<file path="config.mk">
export PLATFORM = sky130hd
export DESIGN_NAME = elevador_parametrizado
export DESIGN_NICKNAME = d
export VERILOG_FILES = /design/src/rtl/elevador_parametrizado.sv
export SDC_FILE = /design/constraint.sdc
export NUM_CORES = 1
export LEC_CHECK = 0
export BUFFER_PORTS_ARGS = -buffer_cell sky130_fd_sc_hd__buf_2
export CORE_MARGIN = 8
export CORE_UTILIZATION = 33
export DETAILED_ROUTE_END_ITERATION = 8
export PLACE_DENSITY = 0.51
export SKIP_LAST_GASP = 1
export SYNTH_ARGS = -nofsm -noshare
export SYNTH_HDL_FRONTEND = slang
export SYNTH_SLANG_ARGS = --single-unit
</file>
<file path="constraint.sdc">
create_clock -name CLOCK_50 -period 3.3 [get_ports CLOCK_50]
set_clock_uncertainty 0.15 [all_clocks]
set_input_delay 0 -clock CLOCK_50 [delete_from_list [all_inputs] [get_ports CLOCK_50]]
set_output_delay 0 -clock CLOCK_50 [all_outputs]
set_load 0.1 [all_outputs]
</file>
<file path="src/rtl/elevador_parametrizado.sv">
// rtl/elevador_parametrizado.sv - parametrised SCAN elevator controller with door phase and emergency descent
module elevador_parametrizado #(
   parameter int NUM_FLOORS  = 5,
   parameter int MAX_PEOPLE  = 3,
   parameter int MOVE_CYCLES = 100,
   parameter int DOOR_CYCLES = 20,
   localparam int FW = $clog2(NUM_FLOORS + 1),
   localparam int PW = $clog2(MAX_PEOPLE + 1)
) (
   input  logic                  CLOCK_50,
   input  logic                  RESET,
   input  logic [NUM_FLOORS-1:0] call_req,
   input  logic                  add_person,
   input  logic                  rem_person,
   input  logic                  emergency,
   output logic [FW-1:0]         floor,
   output logic [PW-1:0]         people,
   output logic [NUM_FLOORS-1:0] calls,
   output logic                  full,
   output logic                  moving,
   output logic                  dir_up,
   output logic                  door_open,
   output logic                  emergency_mode
);

   localparam int MCW = (MOVE_CYCLES > 1) ? $clog2(MOVE_CYCLES) : 1;
   localparam int DCW = $clog2(DOOR_CYCLES + 1);

   localparam logic [FW-1:0]  FLOOR_BOTTOM = FW'(1);
   localparam logic [FW-1:0]  FLOOR_TOP    = FW'(NUM_FLOORS);
   localparam logic [PW-1:0]  PEOPLE_MAX   = PW'(MAX_PEOPLE);
   localparam logic [MCW-1:0] MOVE_LAST    = MCW'(MOVE_CYCLES - 1);
   localparam logic [DCW-1:0] DOOR_LAST    = DCW'(DOOR_CYCLES - 1);

   typedef enum logic [1:0] {
      S_IDLE,
      S_MOVING,
      S_DOOR,
      S_EMERG
   } state_t;

   state_t state, state_n;

   logic [FW-1:0]         floor_n;
   logic [PW-1:0]         people_n;
   logic [NUM_FLOORS-1:0] calls_n;
   logic                  dir_up_n;
   logic [MCW-1:0]        move_cnt, move_cnt_n;
   logic [DCW-1:0]        door_cnt, door_cnt_n;

   logic add_prev, rem_prev, emerg_prev;
   logic add_edge, rem_edge, emerg_edge;

   logic [NUM_FLOORS-1:0] cur_mask;
   logic [NUM_FLOORS-1:0] arr_mask;
   logic [NUM_FLOORS-1:0] calls_lat;
   logic [FW-1:0]         next_floor;
   logic                  has_above, has_below;
   logic                  is_full;

   assign add_edge   = add_person & ~add_prev;
   assign rem_edge   = rem_person & ~rem_prev;
   assign emerg_edge = emergency  & ~emerg_prev;

   assign is_full        = (people == PEOPLE_MAX);
   assign full           = is_full;
   assign moving         = (state == S_MOVING) || ((state == S_EMERG) && (floor != FLOOR_BOTTOM));
   assign door_open      = (state == S_DOOR);
   assign emergency_mode = (state == S_EMERG);

   // Edge-detect history for the three level inputs
   always_ff @(posedge CLOCK_50 or posedge RESET) begin
      if (RESET) begin
         add_prev   <= 1'b0;
         rem_prev   <= 1'b0;
         emerg_prev <= 1'b0;
      end else begin
         add_prev   <= add_person;
         rem_prev   <= rem_person;
         emerg_prev <= emergency;
      end
   end

   // Floor-relative views of the call vector: current floor, arrival floor, calls ahead/behind
   always_comb begin
      cur_mask  = '0;
      arr_mask  = '0;
      has_above = 1'b0;
      has_below = 1'b0;
      if (dir_up)
         next_floor = (floor == FLOOR_TOP) ? floor : floor + FW'(1);
      else
         next_floor = (floor == FLOOR_BOTTOM) ? floor : floor - FW'(1);
      for (int i = 0; i < NUM_FLOORS; i++) begin
         cur_mask[i] = (floor == FW'(i + 1));
         arr_mask[i] = (next_floor == FW'(i + 1));
         if (calls[i] && (FW'(i + 1) > floor)) has_above = 1'b1;
         if (calls[i] && (FW'(i + 1) < floor)) has_below = 1'b1;
      end
   end

   // Next-state and datapath update; emergency entry overrides the per-state result last
   always_comb begin
      state_n    = state;
      floor_n    = floor;
      people_n   = people;
      calls_n    = calls;
      dir_up_n   = dir_up;
      move_cnt_n = move_cnt;
      door_cnt_n = door_cnt;
      calls_lat  = calls | call_req;

      // Boarding only while the cabin is stationary; simultaneous add and remove cancel
      if ((state == S_IDLE) || (state == S_DOOR)) begin
         if (add_edge && !rem_edge && (people != PEOPLE_MAX))
            people_n = people + PW'(1);
         else if (rem_edge && !add_edge && (people != '0))
            people_n = people - PW'(1);
      end

      case (state)
         S_IDLE: begin
            // A call for the floor we are already at opens the door instead of being queued
            calls_n = calls | (call_req & ~cur_mask);
            if (|(call_req & cur_mask)) begin
               state_n    = S_DOOR;
               door_cnt_n = '0;
            end else if (!is_full && (has_above || has_below)) begin
               state_n    = S_MOVING;
               move_cnt_n = '0;
               dir_up_n   = dir_up ? has_above : !has_below;
            end
         end

         S_MOVING: begin
            calls_n = calls_lat;
            if (move_cnt == MOVE_LAST) begin
               move_cnt_n = '0;
               floor_n    = next_floor;
               if (|(calls_lat & arr_mask)) begin
                  calls_n    = calls_lat & ~arr_mask;
                  state_n    = S_DOOR;
                  door_cnt_n = '0;
               end else if ((next_floor == FLOOR_TOP) || (next_floor == FLOOR_BOTTOM)) begin
                  // Nothing left ahead at an end floor: stop rather than run off the shaft
                  state_n = S_IDLE;
               end
            end else begin
               move_cnt_n = move_cnt + MCW'(1);
            end
         end

         S_DOOR: begin
            calls_n = calls | (call_req & ~cur_mask);
            if (|(call_req & cur_mask))
               door_cnt_n = '0;
            else if (door_cnt == DOOR_LAST) begin
               state_n    = S_IDLE;
               door_cnt_n = '0;
            end else
               door_cnt_n = door_cnt + DCW'(1);
         end

         S_EMERG: begin
            calls_n  = '0;
            dir_up_n = 1'b0;
            if (floor == FLOOR_BOTTOM) begin
               state_n    = S_DOOR;
               move_cnt_n = '0;
               door_cnt_n = '0;
            end else if (move_cnt == MOVE_LAST) begin
               move_cnt_n = '0;
               floor_n    = floor - FW'(1);
            end else begin
               move_cnt_n = move_cnt + MCW'(1);
            end
         end

         default: begin
            state_n = S_IDLE;
         end
      endcase

      // Emergency wins over arrival; any floor step committed above is kept
      if (emerg_edge && (state != S_EMERG)) begin
         state_n    = S_EMERG;
         calls_n    = '0;
         move_cnt_n = '0;
         door_cnt_n = '0;
         dir_up_n   = 1'b0;
      end
   end

   // FSM state register
   always_ff @(posedge CLOCK_50 or posedge RESET) begin
      if (RESET)
         state <= S_IDLE;
      else
         state <= state_n;
   end

   // Datapath registers: position, occupancy, pending calls, direction and timers
   always_ff @(posedge CLOCK_50 or posedge RESET) begin
      if (RESET) begin
         floor    <= FLOOR_BOTTOM;
         people   <= '0;
         calls    <= '0;
         dir_up   <= 1'b1;
         move_cnt <= '0;
         door_cnt <= '0;
      end else begin
         floor    <= floor_n;
         people   <= people_n;
         calls    <= calls_n;
         dir_up   <= dir_up_n;
         move_cnt <= move_cnt_n;
         door_cnt <= door_cnt_n;
      end
   end

endmodule

</file>
==> flow_metrics.env, run 1 <==
export IMPL_slew_headroom_pct=28.52
export IMPL_worstSetupPathType="reg -> reg"
export IMPL_grt_pass1_wl_um=9673
export IMPL_finalPower_mw=2.290
export IMPL_critPathCapture="door_cnt[3]"
export IMPL_post_cts_buffers=0
export IMPL_setup_viol=0
export IMPL_seqPwrFrac_pct=23.2
export IMPL_clkSinkCount=28
export IMPL_critPathLaunchType="flop"
export IMPL_cp_slowest_cell="dfstp_2"
export IMPL_hold_path_class="in -> reg"
export IMPL_clk_pin_slew_ps=110
export IMPL_cp_arrival_ps=3050
export IMPL_fin_tns_setup_ps=0
export IMPL_worst_pin_slew_ps=1071
export IMPL_synth_seq_cells=28
export IMPL_pwr_share_clk_pct=10.0
export IMPL_dp_cells=353
export IMPL_ys_seq_area_share_pct=32.73
export IMPL_crit_top_cell="o31ai_2"
export IMPL_num_vias=2028
export IMPL_timing_fmax_ghz=0.3347
export IMPL_dpl_hpwl_um=4271
export IMPL_final_max_slew_viol_count=0
export IMPL_yosysTopAreaCell="dfrtp_1"
export IMPL_worst_setup_path_end_kind="flop"
export IMPL_ctsResizeCount=0
export IMPL_synth_top_cell_area_share_pct=30.29
export IMPL_vias_per_cell=5.602
export IMPL_power_density_mw_per_mm2=932.2
export IMPL_r2r_cells=9
export IMPL_ant_nets=0
export IMPL_dieArea_mm2=0.009348
export IMPL_core_area_mm2=0.006314
export IMPL_routedWlPerCell_um=15.67
export IMPL_power_leakage_nw=1.045
export IMPL_syn_nets=279
export IMPL_finalWorstSetupSlack_ps=312.5
export IMPL_finalCriticalPeriod_ps=2987
export IMPL_wirelength_um=5674
export IMPL_dpl_cell_area_mm2=0.002351
export IMPL_die_w_um=96.69
export IMPL_grt_use_total_pct=12.17
export IMPL_layout_common_cells="nor2_1 (27), dfrtp_1 (25), buf_2 (24)"
export IMPL_finalNonFillerCells=362
export IMPL_switchingPower_mw=1.334
export IMPL_start_util_pct=34.03
export IMPL_grt_pass1_vias=1976
export IMPL_synth_area_leaders="dfrtp_1 (30%), ha_1 (6.4%), o21ai_0 (5.4%)"
export IMPL_cts_tree="built"
export IMPL_switching_share_pct=58.25
export IMPL_drt_initial_drc_count=176
export IMPL_cap_violations=0
export IMPL_syn_mean_instance_area_um2=8.327
export IMPL_r2r_start="floor[0]"
export IMPL_fin_crit_sh_pct=90.53
export IMPL_drive_gt1_share_pct=19.65
export IMPL_cts_buffer_depth=2
export IMPL_status="finished, final reports clean"
export IMPL_htree_levels=1
export IMPL_internal_power_mw=0.9558
export IMPL_cts_buffers=3
export IMPL_antenna_found_initial=0
export IMPL_cts_root_buf="clkbuf_8"
export IMPL_n_antenna_cell=0
export IMPL_place_congestion=0.8455
export IMPL_path_max_fanout=8
export IMPL_grt_ovfl_total=0
export IMPL_area_growth_pct=14.33
export IMPL_cp_cell_sequence="inv_1, ha_1, nor2b_1, a21oi_1, o21ai_0, a2111oi_4, o31ai_2, or2_4, o31ai_2"
export IMPL_layout_commonest_cell="nor2_1"
export IMPL_async_flop_share_pct=100.0
export IMPL_synth_distinct_cells=55
export IMPL_pin_count=25
export IMPL_drc=0
export IMPL_regToRegSetupSlack_ps=310
export IMPL_power_frac_comb_pct=66.8
export IMPL_postCtsHoldBufs=5
export IMPL_ys_flop_type="dfrtp_1"
export IMPL_port_buffers=24
export IMPL_dp_slack_ps=347.0
export IMPL_die_height_um=96.69
export IMPL_grt_max_degree=29
export IMPL_r2r_end="door_cnt[3]"
export IMPL_synth_edf_count=0
export IMPL_startpoint="floor[0]"
export IMPL_max_stage_delay_ps=640
export IMPL_core_rowCount=29
export IMPL_final_area_mm2=0.002456
export IMPL_hold_viol=0
export IMPL_vdd_drop_max_mv=0.4033
export IMPL_required_ps=3360
export IMPL_rsz0062_at_grt="no"
export IMPL_synth_warnings=0
export IMPL_netlist_area_mm2=0.002148
export IMPL_clk_latency_ps=290
export IMPL_dr_pass1_iters=4
export IMPL_synth_cells=258
export IMPL_fin_nets=307
cell families after synthesis:
group           after synthesis  synth area share (%)
flops                        28                 32.73
fa+ha+maj                    11                 6.406
simple gates                102                 25.16
compound gates               88                 28.95
buf+inv                      26                 5.067
mux                           3                 1.689
flip-flops by register name (all words and copies together), names as in the netlist:
signal / flops
floor: 3
calls: 5
add_prev: 1
state: 2
people: 2
dir_up: 1
emerg_prev: 1
move_cnt: 7
rem_prev: 1
door_cnt: 5
through the flow:
step,hold WS (ps),utilization (%)
finish,10.37,38.90
global route,19.41,38.90
CTS,12.19,38.90
detailed placement,-22.99,37.24
global placement,-28.27,37.24
floorplan,-118.6,-
routing by layer:
| metal | global-route usage, % | routed length [um] | vias up |
|---|---|---|---|
| met5 | 0 | 0 | - |
| met4 | 4.852 | 129 | 0 |
| met3 | 2.632 | 205 | 13 |
| met2 | 19.79 | 2644 | 37 |
| met1 | 15.18 | 2695 | 978 |
| li1 | - | - | 1000 |
Yosys cell counts (all sizes together), types with 4 or more instances:
master,n
nor2,27
ha,11
a21oi,18
clkbuf,7
nand2b,11
o31ai,9
buf,4
nor3,9
nand2,18
dfrtp,26
inv,15
o211ai,4
a31oi,9
o21ai,24
or2,7
nor2b,8
nand3,6
power groups by stage:
stage,Clock [mW],Combinational [mW],Sequential [mW]
3_3_place_gp,0,1.53,0.542
3_5_place_dp,0,1.53,0.540
6_report,0.229,1.53,0.531
4_1_cts,0.237,1.53,0.533
5_1_grt,0.246,1.65,0.552
2_1_floorplan,0,0.971,0.805
final cells by class:
cell class                      count  area, um^2
Inverter                           15       56.30
Sequential cell                    28       704.4
Timing Repair Buffer               34       207.7
Multi-Input combinational cell    204        1336
Fill cell                         659        3857
Clock buffer                        4       55.05
Tap cell                           77       96.34
worst max-delay path: cells and delay by family, from the launching register on:
kind,cells,cell delay [ps]
AO/OA/AOI/OAI,5,1190
adder cells (fa/ha/maj),1,340
buffers and inverters,1,130
flip-flops,1,640
AND/OR/NAND/NOR,2,450
worst min-delay path by stage:
stage	start	depth (start not counted)	slack [ps]	endpoint
6_report	call_req[2]	4	10	calls[2]
5_1_grt	call_req[2]	4	20	calls[2]
4_1_cts	call_req[2]	4	10	calls[2]
3_5_place_dp	rem_person	1	-20	rem_prev
3_3_place_gp	rem_person	1	-30	rem_prev
2_1_floorplan	add_person	0	-120	add_prev
Note: power is estimated with default switching activity, not from simulation.
==> inputs of run 2 (changes only) <==
--- a/config.mk
+++ b/config.mk
@@ -6,10 +6,10 @@
 export NUM_CORES = 1
 export LEC_CHECK = 0
 export BUFFER_PORTS_ARGS = -buffer_cell sky130_fd_sc_hd__buf_2
-export CORE_MARGIN = 8
+export CORE_MARGIN = 2
 export CORE_UTILIZATION = 33
 export DETAILED_ROUTE_END_ITERATION = 8
-export PLACE_DENSITY = 0.51
+export PLACE_DENSITY = 0.53
 export SKIP_LAST_GASP = 1
 export SYNTH_ARGS = -nofsm -noshare
 export SYNTH_HDL_FRONTEND = slang
==> constraint.sdc (replaced) <==
create_clock -name CLOCK_50 -period 2.4 [get_ports CLOCK_50]
set_clock_uncertainty 0.15 [all_clocks]
set_input_delay 0 -clock CLOCK_50 [delete_from_list [all_inputs] [get_ports CLOCK_50]]
set_output_delay 0 -clock CLOCK_50 [all_outputs]
set_load 0.1 [all_outputs]
==> run 2 against run 1 <==
The run now ends with negative setup slack left. Global-route usage rose by 6.2 points. Maximum frequency is 12% higher. Total power up 72%.
==> flow_metrics.env, run 2 (synthesized netlist as in run 1, its figures left out) <==
export IMPL_n_antenna_cell=0
export IMPL_timing_fmax_ghz=0.3748
export IMPL_dpl_hpwl_um=4688
export IMPL_top_register="move_cnt"
export IMPL_dr_pass1_iters=4
export IMPL_core_area_mm2=0.006314
export IMPL_crit_top_cell="o31ai_4"
export IMPL_min_to="calls[2]"
export IMPL_clk_latency_ps=280
export IMPL_layout_commonest_cell="buf_4"
export IMPL_worst_pin_slew_ps=505.0
export IMPL_grt_pass1_wl_um=10720
export IMPL_routedWlPerCell_um=15.80
export IMPL_die_w_um=84.69
export IMPL_largest_reg_flops=7
export IMPL_regToRegSetupSlack_ps=-270
export IMPL_vdd_drop_max_mv=0.7148
export IMPL_drive_gt1_share_pct=43.45
export IMPL_fin_nets=358
export IMPL_pin_count=25
export IMPL_finalCriticalPeriod_ps=2668
export IMPL_power_density_mw_per_mm2=1242
export IMPL_dieArea_mm2=0.007172
export IMPL_start_util_pct=34.03
export IMPL_r2r_start="floor[0]"
export IMPL_setup_viol=17
export IMPL_power_leakage_nw=1.357
export IMPL_die_height_um=84.69
export IMPL_htree_levels=1
export IMPL_grt_pass1_vias=2124
export IMPL_cts_buffer_depth=2
export IMPL_path_buf_inv=1
export IMPL_cp_slowest_cell="or4b_4"
export IMPL_cap_violations=0
export IMPL_status="finished, violations left"
export IMPL_hold_viol=0
export IMPL_hold_path_class="in -> reg"
export IMPL_port_buffers=24
export IMPL_num_vias=2209
export IMPL_rsz0062_at_grt="yes"
export IMPL_clkSinkCount=28
export IMPL_ant_nets=0
export IMPL_worstHoldStart="call_req[2]"
export IMPL_r2r_cells=9
export IMPL_antenna_found_initial=0
export IMPL_worst_setup_path_end_kind="flop"
export IMPL_layout_common_cells="buf_4 (51), nor2_1 (25), dfrtp_1 (24), buf_2 (24), nand2_1 (18)"
export IMPL_path_delay_family="compound AO/OA/AOI/OAI gates"
export IMPL_critPathLaunchType="flop"
export IMPL_top_regs="move_cnt (7), calls (5), door_cnt (5)"
export IMPL_vias_per_cell=5.349
export IMPL_fin_crit_sh_pct=111.2
export IMPL_required_ps=2420
export IMPL_finalWorstSetupSlack_ps=-268.3
export IMPL_worstSetupPathType="reg -> reg"
export IMPL_cts_buffers=3
export IMPL_area_growth_pct=47.93
export IMPL_cp_arrival_ps=2690
export IMPL_grt_ovfl_total=0
export IMPL_drt_initial_drc_count=142
export IMPL_place_congestion=0.9270
export IMPL_path_max_fanout=5
export IMPL_max_stage_delay_ps=520
export IMPL_slew_headroom_pct=66.08
export IMPL_finalPower_mw=3.948
export IMPL_grt_max_degree=29
export IMPL_wirelength_um=6524
export IMPL_clk_pin_slew_ps=100
export IMPL_final_max_slew_viol_count=0
export IMPL_final_util_pct=50.34
export IMPL_cts_root_buf="clkbuf_8"
export IMPL_violations="negative setup slack"
export IMPL_drc=0
export IMPL_cts_tree="built"
export IMPL_r2r_end="door_cnt[0]"
export IMPL_cp_cell_sequence="ha_4, buf_4, or4b_4, o31ai_4, o21a_1, o311ai_4, o31ai_4, or2_4, o21ai_0"
export IMPL_grt_use_total_pct=18.34
export IMPL_core_rowCount=29
export IMPL_hold_path_depth=4
==> run 2: cell count changes in the layout (fill, tap and decap cells not counted), moves of 4 or more <==
| cell | before | now |
|---|---|---|
| o21ai_1 | 1 | 6 |
| buf_6 | 0 | 4 |
| buf_4 | 5 | 51 |
| ha_4 | 0 | 6 |
| nor3_1 | 8 | 4 |
| ha_1 | 11 | 4 |
| o21ai_0 | 23 | 13 |
| o21ai_2 | 0 | 5 |
==> run 2: tightest hold or removal path: cells and delay by family <==
family / cells / cell delay, ps
and+or+nand+nor: 1 / 120
buffers and inverters: 1 / 80
AOI/OAI and AO/OA: 2 / 200
==> run 2: routing by layer <==
layer / wire (um) / global-route usage (%)
met1: 3055 / 25.74
met2: 3247 / 30.85
met3: 160 / 1.573
met4: 60 / 3.896
met5: 0 / 0
==> run 2: cell type report <==
class	count	area, um^2
clock inverter	1	30.03
timing repair buffer	84	608.1
fill	617	3136
multi-input combinational	205	1624
tap	77	96.34
inverter	15	66.31
sequential	28	711.9
clock buffer	3	41.29
==> run 2: worst max path at each step <==
stage | end | start | slack (ps) | cells past startpoint
floorplan | door_cnt[3] | floor[1] | -510 | 10
global placement | door_cnt[3] | floor[0] | -270 | 10
detailed placement | door_cnt[3] | floor[0] | -340 | 10
CTS | door_cnt[3] | floor[0] | -270 | 9
global route | door_cnt[1] | floor[0] | -370 | 10
finish | door_cnt[0] | floor[0] | -270 | 9
==> run 2: what timing repair did <==
item / in CTS / in global routing
pin swaps: 23 / 14
hold buffers: 4 / 0
setup endpoints to repair: 19 / 21
buffers inserted: 9 / 2
cloned: 1 / 0
hold endpoints to repair: 32 / 0
gates resized for setup: 37 / 18
==> run 2: report_power, final <==
part           internal (mW)  switching, mW  leakage [nW]
logic                   1.03           1.80         0.967
registers              0.586          0.145         0.355
clock network          0.224          0.160        0.0357
==> run 2: metrics by stage <==
stage / cells / setup slack (ps) / TNS [ps] / instance area, um^2 / hold WS, ps
global placement: 395 / -274.4 / -3374 / 2754 / -64.83
global route: 413 / -365.3 / -4539 / 3178 / 82.55
detailed placement: 395 / -336.6 / -3654 / 2754 / -57.94
finish: 413 / -268.3 / -2638 / 3178 / 13.35
CTS: 411 / -270.0 / -2585 / 3073 / 2.959
floorplan: 258 / -514.3 / -5347 / 2236 / -118.6
